**config.mk**
```make
export PLATFORM = sky130hd
export DESIGN_NAME = pad_in_filter
export DESIGN_NICKNAME = d
export VERILOG_FILES = /design/src/rtl/pad_in_filter.sv
export SDC_FILE = /design/constraint.sdc
export NUM_CORES = 1
export LEC_CHECK = 0
export CORE_UTILIZATION = 45
export DETAILED_ROUTE_END_ITERATION = 8
export GPL_ROUTABILITY_DRIVEN = 0
export PLACE_DENSITY = 0.67
export SETUP_SLACK_MARGIN = 0.5
export SYNTH_ARGS = -nofsm -noshare
export SYNTH_HDL_FRONTEND = slang
export SYNTH_SLANG_ARGS = --single-unit
```
**constraint.sdc**
```tcl
create_clock -name clk_i -period 3.3 [get_ports clk_i]
set_input_delay 0.99 -clock clk_i [delete_from_list [all_inputs] [get_ports clk_i]]
set_output_delay 0.99 -clock clk_i [all_outputs]
set_load 0.01 [all_outputs]
```
**src/rtl/pad_in_filter.sv**
```systemverilog
// Core-side pad receiver: per-pad synchroniser, glitch filter and edge detect,
// with sticky pending edges drained one at a time over a valid/ready event port.
module pad_in_filter #(
  parameter int NPads    = 16,
  parameter int CntWidth = 4,
  localparam int IdxW    = (NPads > 1) ? $clog2(NPads) : 1
) (
  input  logic                clk_i,
  input  logic                rst_ni,
  input  logic [NPads-1:0]    pad_in_i,
  input  logic [NPads-1:0]    filter_en_i,
  input  logic [CntWidth-1:0] filter_thr_i,
  input  logic [NPads-1:0]    evt_en_i,
  output logic [NPads-1:0]    in_o,
  output logic [NPads-1:0]    rise_o,
  output logic [NPads-1:0]    fall_o,
  output logic                event_valid_o,
  input  logic                event_ready_i,
  output logic [IdxW-1:0]     event_idx_o,
  output logic                event_level_o,
  output logic                overflow_o,
  input  logic                clr_overflow_i
);

  logic [NPads-1:0]    sync1_q;
  logic [NPads-1:0]    sync_q;
  logic [NPads-1:0]    filt_q;
  logic [NPads-1:0]    prev_q;
  logic [CntWidth-1:0] cnt_q [NPads];
  logic [NPads-1:0]    pend_q;
  logic                event_valid_q;
  logic [IdxW-1:0]     event_idx_q;
  logic                event_level_q;
  logic                overflow_q;

  logic [NPads-1:0]    edge_evt;
  logic                load;
  logic                pick_found;
  logic [IdxW-1:0]     pick_idx;
  logic [NPads-1:0]    clr_mask;
  logic                ovf_set;

  assign in_o          = filt_q;
  assign rise_o        = filt_q & ~prev_q;
  assign fall_o        = ~filt_q & prev_q;
  assign event_valid_o = event_valid_q;
  assign event_idx_o   = event_idx_q;
  assign event_level_o = event_level_q;
  assign overflow_o    = overflow_q;

  assign edge_evt = (rise_o | fall_o) & evt_en_i;
  assign load     = !event_valid_q || event_ready_i;

  // Lowest-index pending pad wins
  always_comb begin
    pick_found = 1'b0;
    pick_idx   = '0;
    for (int k = NPads - 1; k >= 0; k--) begin
      if (pend_q[k]) begin
        pick_found = 1'b1;
        pick_idx   = IdxW'(k);
      end
    end
  end

  assign clr_mask = (load && pick_found) ? (NPads'(1) << pick_idx) : '0;
  assign ovf_set  = |(edge_evt & pend_q & ~clr_mask);

  always_ff @(posedge clk_i) begin
    if (!rst_ni) begin
      sync1_q <= '0;
      sync_q  <= '0;
      filt_q  <= '0;
      prev_q  <= '0;
      for (int k = 0; k < NPads; k++) cnt_q[k] <= '0;
    end else begin
      sync1_q <= pad_in_i;
      sync_q  <= sync1_q;
      prev_q  <= filt_q;
      for (int k = 0; k < NPads; k++) begin
        if (!filter_en_i[k] || filter_thr_i == '0) begin
          filt_q[k] <= sync_q[k];
          cnt_q[k]  <= '0;
        end else if (sync_q[k] == filt_q[k]) begin
          cnt_q[k] <= '0;
        end else if (cnt_q[k] >= filter_thr_i) begin
          // '>=' lets a threshold lowered below the running count commit at once
          filt_q[k] <= sync_q[k];
          cnt_q[k]  <= '0;
        end else begin
          cnt_q[k] <= cnt_q[k] + CntWidth'(1);
        end
      end
    end
  end

  always_ff @(posedge clk_i) begin
    if (!rst_ni) begin
      pend_q        <= '0;
      event_valid_q <= 1'b0;
      event_idx_q   <= '0;
      event_level_q <= 1'b0;
      overflow_q    <= 1'b0;
    end else begin
      // A new edge on the pad being handed out keeps its pending bit set
      pend_q <= (pend_q & ~clr_mask) | edge_evt;
      if (load) begin
        event_valid_q <= pick_found;
        if (pick_found) begin
          event_idx_q   <= pick_idx;
          event_level_q <= filt_q[pick_idx];
        end
      end
      if (ovf_set) begin
        overflow_q <= 1'b1;
      end else if (clr_overflow_i) begin
        overflow_q <= 1'b0;
      end
    end
  end

endmodule

```
[Yosys cells after proc, flatten, opt, wreduce, memory -nomap -nowiden]
Memory sizes are Yosys's and may differ from the RTL's.
Cells that the tools add are included.
Storage, ports and cells
  bits of input ports: 56
  bits in read-only memories: 0
  bits in writable memories: 64
  memories: 1
  bits in registers: 87
  latch bits: 0
Cells by class
  multiplexer cells: 422
  $lt $le $gt $ge: 17
  $add $sub $neg: 16
  reduce and logical (&&, ||, !) cells: 71
  divide/modulo/power cells: 0
  multiply operators: 0
  shift operators: 1
  equal/unequal tests: 32
  bitwise gates (word level): 75
Memory list
  cnt_q: depth 16, bits a word 4, rd ports 16, clocked after Yosys merged registers in 0, wr ports 16, line 29  | logic [CntWidth-1:0] cnt_q [NPads];
Operators by type and width (number)
  2-to-1 mux 1 bit: 340
  2-to-1 mux 4 bit: 80
  AND 16 bit: 6
  adder 4 x 1 -> 4 bit (second input constant): 16
  >= comparator 4 bit: 16
  bitwise OR 1 bit: 64
  NOT 16 bit: 3
  AND reduction 2 bit: 17
  nonzero test 2 bit: 17
  inequality test 2 bit (second input constant): 16
  bitwise OR 16 bit: 2
  logical NOT 1 bit: 17
  logical OR 1 bit: 17
  == test 1 bit: 16
  2-to-1 mux 16 bit: 1
  OR reduction 16 bit: 1
  left shift 1 x 4 -> 16 bit (first input constant): 1
  < comparator 4 x 5 -> 1 bit (second input constant): 1
  binary-select mux 1 bit (select 4 bit): 1
  logical NOT 4 bit: 1
  logical AND 1 bit: 1

[Longest topological paths before layout]
Gate-level depths: netlist (run 1).
  depth in word-level cells: 22
  mapped depth: 9
  depth with buffers taken out: 9

[Worst setup path after synthesis (run 1)]
Ideal clock, no wire load.
  path kind: input to register
  start point: in event_ready_i
  end point: reg overflow_q (netlist: overflow_o)
  stages on the path: 7
  setup slack: 0.546 ns
  arrival: 2.629 ns
  library setup time: 0.125 ns
  cells stage by stage: and2b_2 > nor2_4 > nand2_4 > or4b_4 > a311oi_2 > nand3b_1 > o41a_1
On the way
  longest elaborated chain between the ends: 7
RTL lines
  start, declared: line 18  | input logic event_ready_i,
  logical OR 1 bit (*): line 52  | assign load = !event_valid_q || event_ready_i;
  logical AND 1 bit (*): line 66  | assign clr_mask = (load && pick_found) ? (NPads'(1) << pick_idx) : '0;
  2-to-1 mux 16 bit (*): line 66
  NOT 16 bit (*): line 67  | assign ovf_set = |(edge_evt & pend_q & ~clr_mask);
  AND 16 bit (*): line 67
  OR reduction 16 bit (*): line 67
  2-to-1 mux 1 bit or nonzero test 2 bit (tied branches)
  end signal, assigned: line 103  | overflow_q <= 1'b0;
  end signal, assigned: line 115  | overflow_q <= 1'b1;
  end signal, assigned: line 117  | overflow_q <= 1'b0;
  end, declared: line 34  | logic overflow_q;
Mark *: on every way between the ends. The rest lies on a longest branch, timed or not.
A chain may end at the register's enable or synchronous reset.

[Worst setup path in the final report (run 1)]
  start point: reg filt_q[12] (netlist: in_o[12])
  end point: out fall_o[12]
On the way
  longest elaborated chain between the ends: 2
RTL lines
  start, declared: line 27  | logic [NPads-1:0] filt_q;
  start signal, assigned by index: line 82  | filt_q[k] <= sync_q[k];
  start signal, assigned by index: line 88  | filt_q[k] <= sync_q[k];
  NOT 16 bit: line 45  | assign fall_o = ~filt_q & prev_q;
  AND 16 bit: line 45
  end, declared: line 16  | output logic [NPads-1:0] fall_o,
Every way passes these cells.

==> results of run 1 <==
==> metal layers <==
metal / wire (um) / vias up / part of all wire [%] / track usage (%)
met2: 9172 / 170 / 47 / 35.55
met3: 992 / 19 / 5.1 / 3.914
met5: 0 / - / 0 / 0
li1: - / 3298 / - / -
met4: 271 / 0 / 1.4 / 6.919
met1: 8939 / 3004 / 46 / 27.50
==> area by class of cell <==
class                      instances  area, um^2
inverter                          78       292.8
sequential                       151        3666
clock inverter                    12       122.6
timing repair buffer             144        1384
tap                              229       286.5
multi-input combinational        676        4566
clock buffer                      20       456.7
fill                            1609        7312
==> worst max path at each step <==
| stage | to | from | cells after the start |
|---|---|---|---|
| after floorplan | overflow_o | event_ready_i | 7 |
| after global placement | overflow_o | event_ready_i | 8 |
| after detailed placement | overflow_o | event_ready_i | 8 |
| after CTS | overflow_o | event_ready_i | 8 |
| after global routing | cnt_q[0][6] | filter_thr_i[0] | 9 |
| final | fall_o[12] | in_o[12] | 3 |
==> power groups by stage <==
stage | combinational (mW) | sequential, mW | clock (mW)
floorplan | 0.385 | 2.12 | 0
global placement | 0.678 | 2.13 | 0
detailed placement | 0.687 | 2.13 | 0
CTS | 0.694 | 2.09 | 1.96
global route | 0.777 | 2.11 | 2.03
finish | 0.697 | 2.09 | 1.92
==> state kept, by name (all words and copies together) (netlist names), 4 cells and up <==
signal and cells:
prev_q 16, in_o 16, pend_q 16, sync_q 16
event_idx_o 4, sync1_q 16, cnt_q 64
==> critical path, stage by stage (launching register included) <==
cell,delay [ns]
dfxtp_1,0.46
inv_1,0.15
ha_1,0.23
clkdlybuf4s50_1,0.48
==> per-stage QoR <==
| step | utilization (%) | total power [mW] |
|---|---|---|
| 6_report | 59.57 | 4.711 |
| 2_1_floorplan | - | 2.507 |
| 3_3_place_gp | 56.27 | 2.811 |
| 5_1_grt | 59.57 | 4.910 |
| 4_1_cts | 59.48 | 4.746 |
| 3_5_place_dp | 56.27 | 2.821 |
==> cells in the final DEF (no fill, tap or decap), types with 5 or more instances in the layout <==
cell type        netlist  layout
xnor2_1               16      16
o21ai_0               14      14
and2_1                33      33
clkbuf_16              0      17
clkdlybuf4s50_1        0     109
inv_1                 77      77
buf_4                  1      32
nand3_1               54      53
a21oi_1               56      54
nor2_1               101     101
a21o_1                32      32
nand2b_1              42      42
conb_1                 1      64
xor2_1                32      32
ha_1                 112     112
dfxtp_1               87      85
edfxtp_1              64      64
clkinv_2               0       5
nand2_1               42      42
==> kinds of logic (layout without fill, tap and decap cells) <==
family	after synthesis	after routing	synth area share [%]
XOR/XNOR	48	48	5.040
AO/OA/AOI/OAI	142	142	10.94
AND/OR/NAND/NOR	306	306	18.45
multiplexers	4	4	0.4801
buffers and inverters	95	254	4.320
adder cells (fa/ha/maj)	112	112	16.80
flip-flops	151	151	43.92
other	1	64	0.04496
==> timing repair <==
action / 4_1_cts / 5_1_grt
endpoints found under the hold margin: 0 / 0
setup endpoints to repair: 3 / 8
resized for setup: 1 / 5
pin swaps: 1 / 4
==> flow_metrics.env, run 1 <==
export IMPL_whs_path_depth=1
export IMPL_cts_reportedPaths_clkPinSlew_ns=0.06
export IMPL_finClkSkew_ns=0.008916
export IMPL_crit_path_start_kind="flip-flop"
export IMPL_dp_cells=1278
export IMPL_clkLatencyLatePin_ns=0.43
export IMPL_critPathMaxFanout=5
export IMPL_dpl_instance_area_um2=10180
export IMPL_start_util_pct=46.12
export IMPL_period_needed_ns=2.729
export IMPL_hold_path_class="reg2reg"
export IMPL_yosys_top_cells_area="edfxtp_1, dfxtp_1, ha_1"
export IMPL_tns_ns=0
export IMPL_synth_common_cells="ha_1, nor2_1, dfxtp_1, inv_1, edfxtp_1"
export IMPL_power_share_clock_pct=40.8
export IMPL_grt_ovfl_total=0
export IMPL_seqPwrFrac_pct=44.5
export IMPL_synthArstFlopShare_pct=0
export IMPL_r2r_end="event_level_o"
export IMPL_dp_slack_ns=0.02492
export IMPL_drive_gt1_share_pct=7.771
export IMPL_wl_per_cell_um=14.79
export IMPL_grt_max_degree=33
export IMPL_ys_seq_area_share_pct=43.92
export IMPL_die_x_um=138.1
export IMPL_cp_arrival_ns=1.74
export IMPL_yosys_register_bits=151
export IMPL_status="finished, violations left"
export IMPL_diodes=0
export IMPL_root_buffer="clkbuf_16"
export IMPL_switching_share_pct=25.32
export IMPL_syn_to_final_growth_pct=29.18
export IMPL_min_period_over_period_pct=82.70
export IMPL_grt_pass1_vias=6169
export IMPL_violations="DRC"
export IMPL_intPower_mw=3.518
export IMPL_max_vdd_ir_drop_v=0.0003874
export IMPL_avgSynthCellArea_um2=9.710
export IMPL_h_tree_depth=4
export IMPL_holdWs_ns=0.4333
export IMPL_setup_reg_to_reg_worst_slack_ns=0.69
export IMPL_rows=49
export IMPL_core_area_um2=18090
export IMPL_grt_setup_unrepaired="no"
export IMPL_cts_tree="done"
export IMPL_nNetsFinal=1236
export IMPL_numClockSinks=151
export IMPL_cts_made_buffers=17
export IMPL_vias=6491
export IMPL_leakagePower_nw=4.767
export IMPL_combPwrFrac_pct=14.8
export IMPL_min_from="sync1_q[0]"
export IMPL_vias_per_cell=4.955
export IMPL_r2r_start="pend_q[5]"
export IMPL_rr_worst_depth=7
export IMPL_timing_final_hold_violations=0
export IMPL_yosys_warnings=0
export IMPL_drc=12
export IMPL_track_usage_pct=21.15
export IMPL_synth_cell_types=62
export IMPL_power_density_nw_per_um2=437.2
export IMPL_antenna_found_initial=0
export IMPL_dieArea_um2=19080
export IMPL_layout_setup_ws_ns=0.5708
export IMPL_io_pins=111
export IMPL_postLayoutCellArea_um2=10770
export IMPL_max_clock_freq_mhz=366.4
export IMPL_max_cap_violations=0
export IMPL_drt_wl_total_mm=19.38
export IMPL_setup_violations=0
export IMPL_post_dp_hpwl_mm=14.30
export IMPL_drtIter0Drc=377
export IMPL_required_ns=2.31
export IMPL_stdcell_count=1310
export IMPL_yosysTopAreaCellShare_pct=23.04
export IMPL_die_h_um=138.1
export IMPL_slew_headroom_pct=42.29
export IMPL_holdPathEnd="sync_q[0]"
export IMPL_hold_buffers=0
export IMPL_end_kind="primary output"
export IMPL_synthesis_area_um2=8340
export IMPL_postSynthCellCount=859
export IMPL_grt_pass1_wl_mm=31.40
export IMPL_postCtsSetupRepairBufs=0
export IMPL_yosysMostFrequentCell="ha_1"
export IMPL_portBuffers=110
export IMPL_final_antenna_net_count=0
export IMPL_worstSetupPathType="reg2out"
export IMPL_worst_pin_slew_ns=0.8599
export IMPL_p_switching_mw=1.193
export IMPL_yosys_area_top_type="edfxtp_1"
export IMPL_max_clock_path_buffers=2
export IMPL_drt_first_pass_iters=7
export IMPL_synth_ff_type="dfxtp_1"
export IMPL_synth_edff_count=64
export IMPL_slew_viol_final=0
Note: power is estimated with default switching activity, not from simulation.
==> run 2, diff against run 1 <==
--- a/config.mk
+++ b/config.mk
@@ -8,7 +8,7 @@
 export CORE_UTILIZATION = 45
 export DETAILED_ROUTE_END_ITERATION = 8
 export GPL_ROUTABILITY_DRIVEN = 0
-export PLACE_DENSITY = 0.67
+export PLACE_DENSITY = 0.7
 export SETUP_SLACK_MARGIN = 0.5
 export SYNTH_ARGS = -nofsm -noshare
 export SYNTH_HDL_FRONTEND = slang
==> constraint.sdc (replaced) <==
create_clock -name clk_i -period 2.24 [get_ports clk_i]
set_input_delay 0.672 -clock clk_i [delete_from_list [all_inputs] [get_ports clk_i]]
set_output_delay 0.672 -clock clk_i [all_outputs]
set_load 0.01 [all_outputs]
==> flow_metrics.env, run 2 (same netlist as run 1, synthesis figures left out) <==
export IMPL_drt_wl_total_mm=27.91
export IMPL_diodes=0
export IMPL_dieArea_um2=19080
export IMPL_max_cap_violations=0
export IMPL_grt_setup_unrepaired="yes"
export IMPL_hold_path_class="reg2reg"
export IMPL_io_pins=111
export IMPL_max_clock_path_buffers=2
export IMPL_gr_usage_met2_pct=48.66
export IMPL_grt_pass1_vias=7728
export IMPL_drt_first_pass_iters=9
export IMPL_max_clock_freq_mhz=399.4
export IMPL_antenna_found_initial=0
export IMPL_syn_to_final_growth_pct=69.76
export IMPL_dpl_instance_area_um2=10890
export IMPL_required_ns=2.56
export IMPL_busiest_layer="met2"
export IMPL_worstSetupPathType="reg2reg"
export IMPL_crit_path_start="pend_q[11]"
export IMPL_vias_per_cell=5.385
export IMPL_period_needed_ns=2.504
export IMPL_drtIter0Drc=451
export IMPL_critPathMaxStageDelay_ns=0.42
export IMPL_leakagePower_nw=5.921
export IMPL_switching_share_pct=28.78
export IMPL_worstPathCellList="nor2_1, a221oi_4, o211ai_1, nand3_2, o2111ai_1, o211ai_1, o41a_1"
export IMPL_drive_gt1_share_pct=47.13
export IMPL_mostFrequentLayoutCells="buf_4, buf_6, ha_4"
export IMPL_wl_per_cell_um=19.29
export IMPL_clkLatencyLatePin_ns=0.43
export IMPL_root_buffer="clkbuf_16"
export IMPL_dp_slack_ns=-0.6652
export IMPL_core_area_um2=18090
export IMPL_grt_util_met3_pct=5.369
export IMPL_layout_setup_ws_ns=-0.2637
export IMPL_cp_buffers_inverters=0
export IMPL_drc=2
export IMPL_post_dp_hpwl_mm=15.32
export IMPL_status="finished, violations left"
export IMPL_combPwrFrac_pct=24.2
export IMPL_r2r_end="overflow_o"
export IMPL_grt_ovfl_total=0
export IMPL_top_register="cnt_q"
export IMPL_whs_path_depth=1
export IMPL_stdcell_count=1447
export IMPL_portBuffers=110
export IMPL_cts_reportedPaths_clkPinSlew_ns=0.06
export IMPL_seqPwrFrac_pct=40.4
export IMPL_crit_path_start_kind="flip-flop"
export IMPL_timing_final_hold_violations=0
export IMPL_largest_reg_flops=64
export IMPL_violations="DRC, setup timing"
export IMPL_met1_usage_pct=32.28
export IMPL_r2r_start="pend_q[11]"
export IMPL_worst_path_max_delay_cell="o2111ai_1"
export IMPL_numClockSinks=151
export IMPL_holdWs_ns=0.4314
export IMPL_finClkSkew_ns=0.009467
export IMPL_postLayoutCellArea_um2=14160
export IMPL_cp_arrival_ns=2.82
export IMPL_path_depth=7
export IMPL_dp_cells=1311
export IMPL_vias=7792
export IMPL_critPathMaxFanout=5
export IMPL_cts_made_buffers=17
export IMPL_p_switching_mw=2.193
export IMPL_rr_worst_depth=7
export IMPL_h_tree_depth=4
export IMPL_track_usage_pct=26.89
export IMPL_intPower_mw=5.427
export IMPL_tns_ns=-0.4148
export IMPL_setup_violations=3
export IMPL_final_antenna_net_count=0
export IMPL_power_share_clock_pct=35.4
export IMPL_p_total_mw=7.620
export IMPL_path_common_cell="o211ai_1"
export IMPL_finish_utilization_pct=78.28
export IMPL_start_util_pct=46.12
export IMPL_end_kind="flip-flop"
export IMPL_die_h_um=138.1
export IMPL_slew_viol_final=0
export IMPL_grt_pass1_wl_mm=39.75
export IMPL_min_period_over_period_pct=111.8
export IMPL_nNetsFinal=1373
export IMPL_crit_path_end="overflow_o"
export IMPL_die_x_um=138.1
export IMPL_layout_commonest_cell="buf_4"
export IMPL_power_density_nw_per_um2=538.2
export IMPL_rows=49
export IMPL_path_delay_family="compound AO/OA/AOI/OAI gates"
export IMPL_max_vdd_ir_drop_v=0.0006124
export IMPL_cts_tree="done"
export IMPL_grt_max_degree=33
export IMPL_setup_reg_to_reg_worst_slack_ns=-0.26
==> run 2: power by group through the flow <==
stage / logic [mW] / registers (mW) / clock network [mW]
floorplan: 0.653 / 3.13 / 0
global placement: 1.14 / 3.14 / 0
detailed placement: 1.16 / 3.14 / 0
CTS: 1.55 / 3.07 / 2.71
global route: 1.96 / 3.09 / 2.83
finish: 1.85 / 3.08 / 2.70
==> run 2: cell type report <==
type	count	area, um^2
multi-input cells	676	6406
well taps	229	286.5
inverters	78	351.6
fillers	1024	3928
clock buffers	20	436.7
flip-flops and latches	151	3757
clock inverters	12	106.4
repair buffers	281	2814
==> run 2: how the worst min path moves through the flow <==
stage | from | slack [ns] | end
2_1_floorplan | sync1_q[15] | 0.41 | sync_q[15]
3_3_place_gp | sync1_q[6] | 0.41 | sync_q[6]
3_5_place_dp | sync1_q[10] | 0.42 | sync_q[10]
4_1_cts | sync1_q[10] | 0.43 | sync_q[10]
5_1_grt | sync1_q[10] | 0.44 | sync_q[10]
6_report | sync1_q[10] | 0.43 | sync_q[10]
==> run 2: per-layer routing <==
layer  wire length, um  part of all wire [%]
met5                 0                     0
met4               835                   3.0
met3              1604                   5.7
met2             14300                    51
met1             11180                    40
==> run 2: what timing repair did <==
item | in CTS | in global routing
hold buffers | 0 | 0
endpoints found under the setup margin | 153 | 145
gates resized for setup | 561 | 148
pin swaps | 118 | 102
buffers inserted | 62 | 37
hold endpoints to repair | 0 | 0
gates cloned | 5 | 0
